### src/rtl/mem_lsu_pkg.sv
// Shared definitions for the memory-stage load/store unit: op codes, exception
// cause, FSM states and a decoder that classifies an ALU op as a memory access.
package mem_lsu_pkg;

    localparam int ALU_OP_W = 8;
    localparam int ECODE_W  = 7;

    localparam logic [ALU_OP_W-1:0] LD_B  = 8'h20;
    localparam logic [ALU_OP_W-1:0] LD_H  = 8'h21;
    localparam logic [ALU_OP_W-1:0] LD_W  = 8'h22;
    localparam logic [ALU_OP_W-1:0] LD_BU = 8'h23;
    localparam logic [ALU_OP_W-1:0] LD_HU = 8'h24;
    localparam logic [ALU_OP_W-1:0] ST_B  = 8'h28;
    localparam logic [ALU_OP_W-1:0] ST_H  = 8'h29;
    localparam logic [ALU_OP_W-1:0] ST_W  = 8'h2A;

    localparam logic [ECODE_W-1:0] ECODE_ALE = 7'h09;

    typedef enum logic [1:0] {
        IDLE,
        REQ,
        WAIT,
        DONE
    } lsu_state_e;

    typedef enum logic [1:0] {
        SZ_B,
        SZ_H,
        SZ_W
    } mem_size_e;

    typedef struct packed {
        logic      is_load;
        logic      is_store;
        mem_size_e size;
        logic      zext;
    } mem_op_t;

    function automatic mem_op_t decode_op(input logic [ALU_OP_W-1:0] op);
        mem_op_t d;
        d = '{is_load: 1'b0, is_store: 1'b0, size: SZ_W, zext: 1'b0};
        case (op)
            LD_B:    begin d.is_load = 1'b1; d.size = SZ_B; end
            LD_H:    begin d.is_load = 1'b1; d.size = SZ_H; end
            LD_W:    begin d.is_load = 1'b1; d.size = SZ_W; end
            LD_BU:   begin d.is_load = 1'b1; d.size = SZ_B; d.zext = 1'b1; end
            LD_HU:   begin d.is_load = 1'b1; d.size = SZ_H; d.zext = 1'b1; end
            ST_B:    begin d.is_store = 1'b1; d.size = SZ_B; end
            ST_H:    begin d.is_store = 1'b1; d.size = SZ_H; end
            ST_W:    begin d.is_store = 1'b1; d.size = SZ_W; end
            default: d = d;
        endcase
        return d;
    endfunction

    function automatic logic is_misaligned(input mem_size_e size, input logic [1:0] a);
        case (size)
            SZ_H:    return a[0];
            SZ_W:    return a != 2'b00;
            default: return 1'b0;
        endcase
    endfunction

endpackage

### src/rtl/mem_lsu_load_extend.sv
// Lane select plus sign/zero extension of a read word; shared with the
// uncached load path.
module load_extend
    import mem_lsu_pkg::*;
(
    input  logic [31:0] word_i,
    input  logic [1:0]  addr_lo_i,
    input  logic [1:0]  size_i,
    input  logic        zext_i,
    output logic [31:0] data_o
);

    logic [7:0]  byte_v;
    logic [15:0] half_v;

    // NOTE: every variable written here gets a value before any branch, so no latch is inferred.
    always_comb begin
        byte_v = word_i[7:0];
        half_v = addr_lo_i[1] ? word_i[31:16] : word_i[15:0];
        case (addr_lo_i)
            2'd1:    byte_v = word_i[15:8];
            2'd2:    byte_v = word_i[23:16];
            2'd3:    byte_v = word_i[31:24];
            default: byte_v = word_i[7:0];
        endcase

        data_o = word_i;
        case (size_i)
            SZ_B:    data_o = zext_i ? {24'h0, byte_v} : {{24{byte_v[7]}}, byte_v};
            SZ_H:    data_o = zext_i ? {16'h0, half_v} : {{16{half_v[15]}}, half_v};
            default: data_o = word_i;
        endcase
    end

endmodule

### src/rtl/mem_lsu.sv
// Memory-stage load/store unit: issues one bus transaction per aligned memory
// op, stalls the pipeline until it completes, and drains aborted accesses.
module mem_lsu
    import mem_lsu_pkg::*;
(
    input  logic                clk,
    input  logic                rst,
    input  logic                exception_flush,
    input  logic [ALU_OP_W-1:0] mem_aluop,
    input  logic [31:0]         mem_mem_addr,
    input  logic [31:0]         mem_store_data,
    input  logic [31:0]         mem_reg_write_data,
    input  logic [4:0]          mem_reg_write_addr,
    input  logic                mem_reg_write_en,
    input  logic                mem_is_exception,
    input  logic [ECODE_W-1:0]  mem_exception_cause,
    output logic                dreq_valid,
    input  logic                dreq_ready,
    output logic                dreq_we,
    output logic [31:0]         dreq_addr,
    output logic [3:0]          dreq_wstrb,
    output logic [31:0]         dreq_wdata,
    input  logic                dresp_valid,
    input  logic [31:0]         dresp_data,
    output logic                pause_request,
    output logic [31:0]         wb_reg_write_data,
    output logic [4:0]          wb_reg_write_addr,
    output logic                wb_reg_write_en,
    output logic                wb_is_exception,
    output logic [ECODE_W-1:0]  wb_exception_cause
);

    mem_op_t op;
    logic    is_ls, misaligned, is_mem;

    assign op         = decode_op(mem_aluop);
    assign is_ls      = op.is_load | op.is_store;
    assign misaligned = is_ls & ~mem_is_exception & is_misaligned(op.size, mem_mem_addr[1:0]);
    assign is_mem     = is_ls & ~mem_is_exception & ~misaligned;

    lsu_state_e  state_q, state_d;
    logic        abort_q, abort_d;
    logic [31:0] buf_q, buf_d;
    logic        we_q, we_d;
    logic [31:0] addr_q, addr_d;
    logic [3:0]  strb_q, strb_d;
    logic [31:0] wdata_q, wdata_d;

    logic [3:0]  strb_new;
    logic [31:0] wdata_new;
    logic [31:0] load_val;

    // Narrow stores are replicated across every lane; the strobe picks the live bytes.
    always_comb begin
        strb_new  = 4'b1111;
        wdata_new = mem_store_data;
        case (op.size)
            SZ_B: begin
                strb_new  = 4'b0001 << mem_mem_addr[1:0];
                wdata_new = {4{mem_store_data[7:0]}};
            end
            SZ_H: begin
                strb_new  = 4'b0011 << mem_mem_addr[1:0];
                wdata_new = {2{mem_store_data[15:0]}};
            end
            default: begin
                strb_new  = 4'b1111;
                wdata_new = mem_store_data;
            end
        endcase
    end

    always_comb begin
        state_d = state_q;
        abort_d = abort_q;
        buf_d   = buf_q;
        we_d    = we_q;
        addr_d  = addr_q;
        strb_d  = strb_q;
        wdata_d = wdata_q;
        case (state_q)
            IDLE: begin
                if (is_mem && !exception_flush) begin
                    state_d = REQ;
                    we_d    = op.is_store;
                    addr_d  = {mem_mem_addr[31:2], 2'b00};
                    strb_d  = op.is_store ? strb_new : 4'b0000;
                    wdata_d = op.is_store ? wdata_new : 32'h0;
                end
            end
            REQ: begin
                // A flushed request stays valid until accepted; the bus cannot be retracted.
                if (exception_flush) abort_d = 1'b1;
                if (dreq_ready)      state_d = WAIT;
            end
            WAIT: begin
                if (exception_flush) abort_d = 1'b1;
                if (dresp_valid) begin
                    if (abort_q || exception_flush) begin
                        state_d = IDLE;
                        abort_d = 1'b0;
                    end else begin
                        state_d = DONE;
                        buf_d   = dresp_data;
                    end
                end
            end
            DONE:    state_d = IDLE;
            default: state_d = IDLE;
        endcase
    end

    // NOTE: state registers use non-blocking assignments so every flop samples pre-edge values.
    always_ff @(posedge clk or negedge rst) begin
        if (!rst) begin
            state_q <= IDLE;
            abort_q <= 1'b0;
            buf_q   <= 32'h0;
            we_q    <= 1'b0;
            addr_q  <= 32'h0;
            strb_q  <= 4'b0000;
            wdata_q <= 32'h0;
        end else begin
            state_q <= state_d;
            abort_q <= abort_d;
            buf_q   <= buf_d;
            we_q    <= we_d;
            addr_q  <= addr_d;
            strb_q  <= strb_d;
            wdata_q <= wdata_d;
        end
    end

    assign dreq_valid    = (state_q == REQ);
    assign dreq_we       = we_q;
    assign dreq_addr     = addr_q;
    assign dreq_wstrb    = strb_q;
    assign dreq_wdata    = wdata_q;
    assign pause_request = ((state_q == IDLE) && is_mem) || (state_q == REQ) || (state_q == WAIT);

    load_extend u_load_extend (
        .word_i    (buf_q),
        .addr_lo_i (mem_mem_addr[1:0]),
        .size_i    (op.size),
        .zext_i    (op.zext),
        .data_o    (load_val)
    );

    always_comb begin
        wb_reg_write_data  = mem_reg_write_data;
        wb_reg_write_addr  = mem_reg_write_addr;
        wb_reg_write_en    = mem_reg_write_en;
        wb_is_exception    = mem_is_exception;
        wb_exception_cause = mem_exception_cause;
        if (abort_q) begin
            wb_reg_write_data  = 32'h0;
            wb_reg_write_addr  = 5'h0;
            wb_reg_write_en    = 1'b0;
            wb_is_exception    = 1'b0;
            wb_exception_cause = '0;
        end else if (misaligned) begin
            wb_reg_write_en    = 1'b0;
            wb_is_exception    = 1'b1;
            wb_exception_cause = ECODE_ALE;
        end else if (is_mem) begin
            // Nothing retires until DONE; stores never write the register file.
            wb_reg_write_en = 1'b0;
            if (state_q == DONE && op.is_load) begin
                wb_reg_write_en   = mem_reg_write_en;
                wb_reg_write_data = load_val;
            end
        end
    end

endmodule

### config.mk
export PLATFORM = sky130hd
export DESIGN_NAME = mem_lsu
export DESIGN_NICKNAME = d
export VERILOG_FILES = /design/src/rtl/mem_lsu_pkg.sv /design/src/rtl/mem_lsu_load_extend.sv /design/src/rtl/mem_lsu.sv
export SDC_FILE = /design/constraint.sdc
export NUM_CORES = 1
export LEC_CHECK = 0
export CAP_MARGIN = 20
export CORE_ASPECT_RATIO = 0.5
export CORE_MARGIN = 1
export CORE_UTILIZATION = 39
export CTS_BUF_LIST = sky130_fd_sc_hd__clkbuf_4
export DETAILED_ROUTE_END_ITERATION = 8
export GPL_TIMING_DRIVEN = 1
export PLACE_DENSITY = 0.9
export RECOVER_POWER = 100
export SETUP_SLACK_MARGIN = 0.5
export SLEW_MARGIN = 40
export SYNTH_ARGS = -nofsm -noshare
export SYNTH_HDL_FRONTEND = slang
export SYNTH_SLANG_ARGS = --single-unit
### constraint.sdc
create_clock -name clk -period 2.9 [get_ports clk]
set_input_delay 0.58 -clock clk [delete_from_list [all_inputs] [get_ports clk]]
set_output_delay 0.58 -clock clk [all_outputs]
set_load 0.05 [all_outputs]
==> results.yml <==
worst_hold_path:
  min_path_type: "register to register"
clock_network:
  htree_levels: 3
  cts_buffers: 9
  worstSkewPairLatency_ns: 0.49
  root_buffer: "clkbuf_4"
  cts_tree: "yes"
  clock_path_buffers: 2
  clk_pin_slew_ns: 0.18
  cts.sinks: 102
power_and_ir_drop:
  powerDensity_nw_per_um2: 527
  ir_worst_vdd_mv: 0.451
  p_leak_nw: 4.99
  p_total_w: 0.00610
grt:
  overflow: 0
  grt_max_degree: 48
  grt_pass1_vias: 6596
  antenna_found_initial: 1
  grtUsageTotal_pct: 30.2
  grt_pass1_wl_um: 35800
timing:
  worst_slew_pin_slew_ns: 1.40
  max-slew-margin-rel_pct: 6.49
  period_needed_ns: 3.19
  setup_violations: 38
  slew_viol_final: 0
  setup_tns_ns: -8.33
  timing.fmax_ghz: 0.314
  hold_viol_final: 0
  min_period_over_period_pct: 110
  skew_ns: 0.0237
  rsz0062_at_grt: "yes"
  timing.hold.ws_ns: 0.513
  worst_slack_ns: -0.286
yosys:
  synth-main-ff-cell: "dfrtp_1"
  synth.top_cell.area_share_pct: 44.1
  synth_edf_count: 0
  avgSynthCellArea_um2: 10.5
  synth_commonest_cells: "102 x dfrtp_1, 85 x mux2_2, 52 x a21oi_1"
  ys_seq_area_share_pct: 44.1
  synth_area_um2: 5790
  synth_seq_cells: 102
  synth.distinct_cells: 55
  netlist.top_cell.by_area: "dfrtp_1"
  synth.most_common_cell: "dfrtp_1"
  syn_inst: 553
  yosys-top-cells-area: "dfrtp_1 44%, mux2_2 17%, a21oi_1 4.5%"
  ys_warn_count: 0
  synthArstFlopShare_pct: 100
finish:
  regArea_um2: 2550
  num-nets-final: 1070
  syn2layout_area_growth_pct: 99.9
  layout-drive-gt1-share_pct: 42.0
  fillers: 789
  multi_input_area_um2: 4210
floorplan:
  row_count: 31
  die_w_um: 174
  die-area_um2: 15400
  io_pins: 272
  fp.dieH_um: 88.1
  core_area_um2: 14500
  start_util_pct: 40.0
placed_design:
  dp_slack_ns: -0.802
  dp_hpwl_um: 16700
  port_buffers: 269
  gp_congestion: 0.898
drt:
  drt_iter0_markers: 455
  wire_per_inst_um: 21.7
  viasPerCell: 5.68
  drc: 0
  wl_um: 24100
  dr_total_vias: 6322
  first_pass_iters: 5
  antenna_left: 0
worst_setup_path:
  path_max_fanout: 5
  arrival_ns: 2.61
  crit_required_ns: 2.32
  cp-end-kind: "primary output"
  startpoint_type: "input port"
  critical_path_class: "input port to primary output"
run_status:
  status: "complete, but fails checks"
  violations: "setup timing"
run:
  maxCapViolations: 0
## worst max-delay path, cell delays in order
cell and delay, ns:
buf_2 0.15, or4b_4 0.51, a211oi_4 0.24, o311a_1 0.23, buf_6 0.17, buf_4 0.12
buf_6 0.09, a21oi_4 0.05, a311oi_4 0.28, buf_12 0.18
## layout by cell type (no fill, tap or decap), types with 9 or more instances in the layout
| cell | count |
|---|---|
| clkdlybuf4s50_1 | 143 |
| dfrtp_1 | 102 |
| buf_4 | 88 |
| dlygate4sd3_1 | 68 |
| mux2_4 | 49 |
| buf_12 | 49 |
| inv_1 | 35 |
| mux2_2 | 34 |
| nand2_1 | 33 |
| a21oi_1 | 28 |
| mux2i_1 | 19 |
| buf_6 | 17 |
| o2bb2ai_4 | 16 |
| a21oi_2 | 14 |
| clkbuf_4 | 12 |
| a21oi_4 | 10 |
| o22ai_1 | 9 |
## state kept, by name (all words and copies together), names as in the netlist
register    flops
abort_q         1
buf_q          32
dreq_addr      30
dreq_wdata     32
dreq_we         1
dreq_wstrb      4
state_q         2
## power breakdown
part | internal [W] | total [W] | switching [W]
clock network | 0.000199 | 0.000767 | 0.000569
logic | 0.00157 | 0.00330 | 0.00172
registers | 0.00169 | 0.00203 | 0.000345
total | 0.00346 | 0.00610 | 0.00264
## worst paths after layout
check	from	endpoint	slack [ns]	cells after the start
worst max register to register	state_q[0]	buf_q[20]	0.27	7
worst min register to register	dreq_addr[20]	dreq_addr[20]	0.51	1
worst max-delay path	mem_aluop[2]	wb_reg_write_data[7]	-0.29	10
worst min-delay path	dreq_addr[20]	dreq_addr[20]	0.51	1
min in group asynchronous	rst	buf_q[0]	0.90	2
max in group asynchronous	rst	dreq_wdata[27]	0.48	3
## area by class of cell
type | instances | area share [%]
well taps | 198 | 2.14
flip-flops and latches | 102 | 22.1
diodes | 1 | 0.0216
inverters | 35 | 1.14
clock inverters | 7 | 0.573
multi-input cells | 373 | 36.4
repair buffers | 389 | 37.0
clock buffers | 9 | 0.584
## metal layers
metal  share of wire (%)  up-vias  track usage (%)
li1                    -     2776                -
met5                   0        -                0
met4                 3.8        0             14.3
met3                 6.9       82             7.07
met2                  50      324             53.5
met1                  40     3140             35.4
## timing repair
item / CTS / global route
endpoints found under the hold margin: 24 / 0
resized for setup: 125 / 22
endpoints found under the setup margin: 115 / 111
setup buffers: 26 / 3
hold buffers: 1 / 0
pin swaps: 27 / 6
cloned: 5 / 0
## per-stage QoR
step / cells / instance area, µm² / util [%]
final: 1114 / 11600 / 79.9
after floorplan: 554 / 6780 / -
after detailed placement: 1062 / 10600 / 73.3
after global placement: 1062 / 10600 / 73.3
after CTS: 1110 / 11500 / 79.4
after global routing: 1114 / 11600 / 79.9
## cell families after synthesis
family                   synth area share [%]
AO/OA/AOI/OAI                            20.0
multiplexers                             20.5
flip-flops                               44.1
AND/OR/NAND/NOR                          8.33
buffers and inverters                    5.84
adder cells (fa/ha/maj)                  1.08
other                                  0.0648
Power figures use the tool's default switching activity.
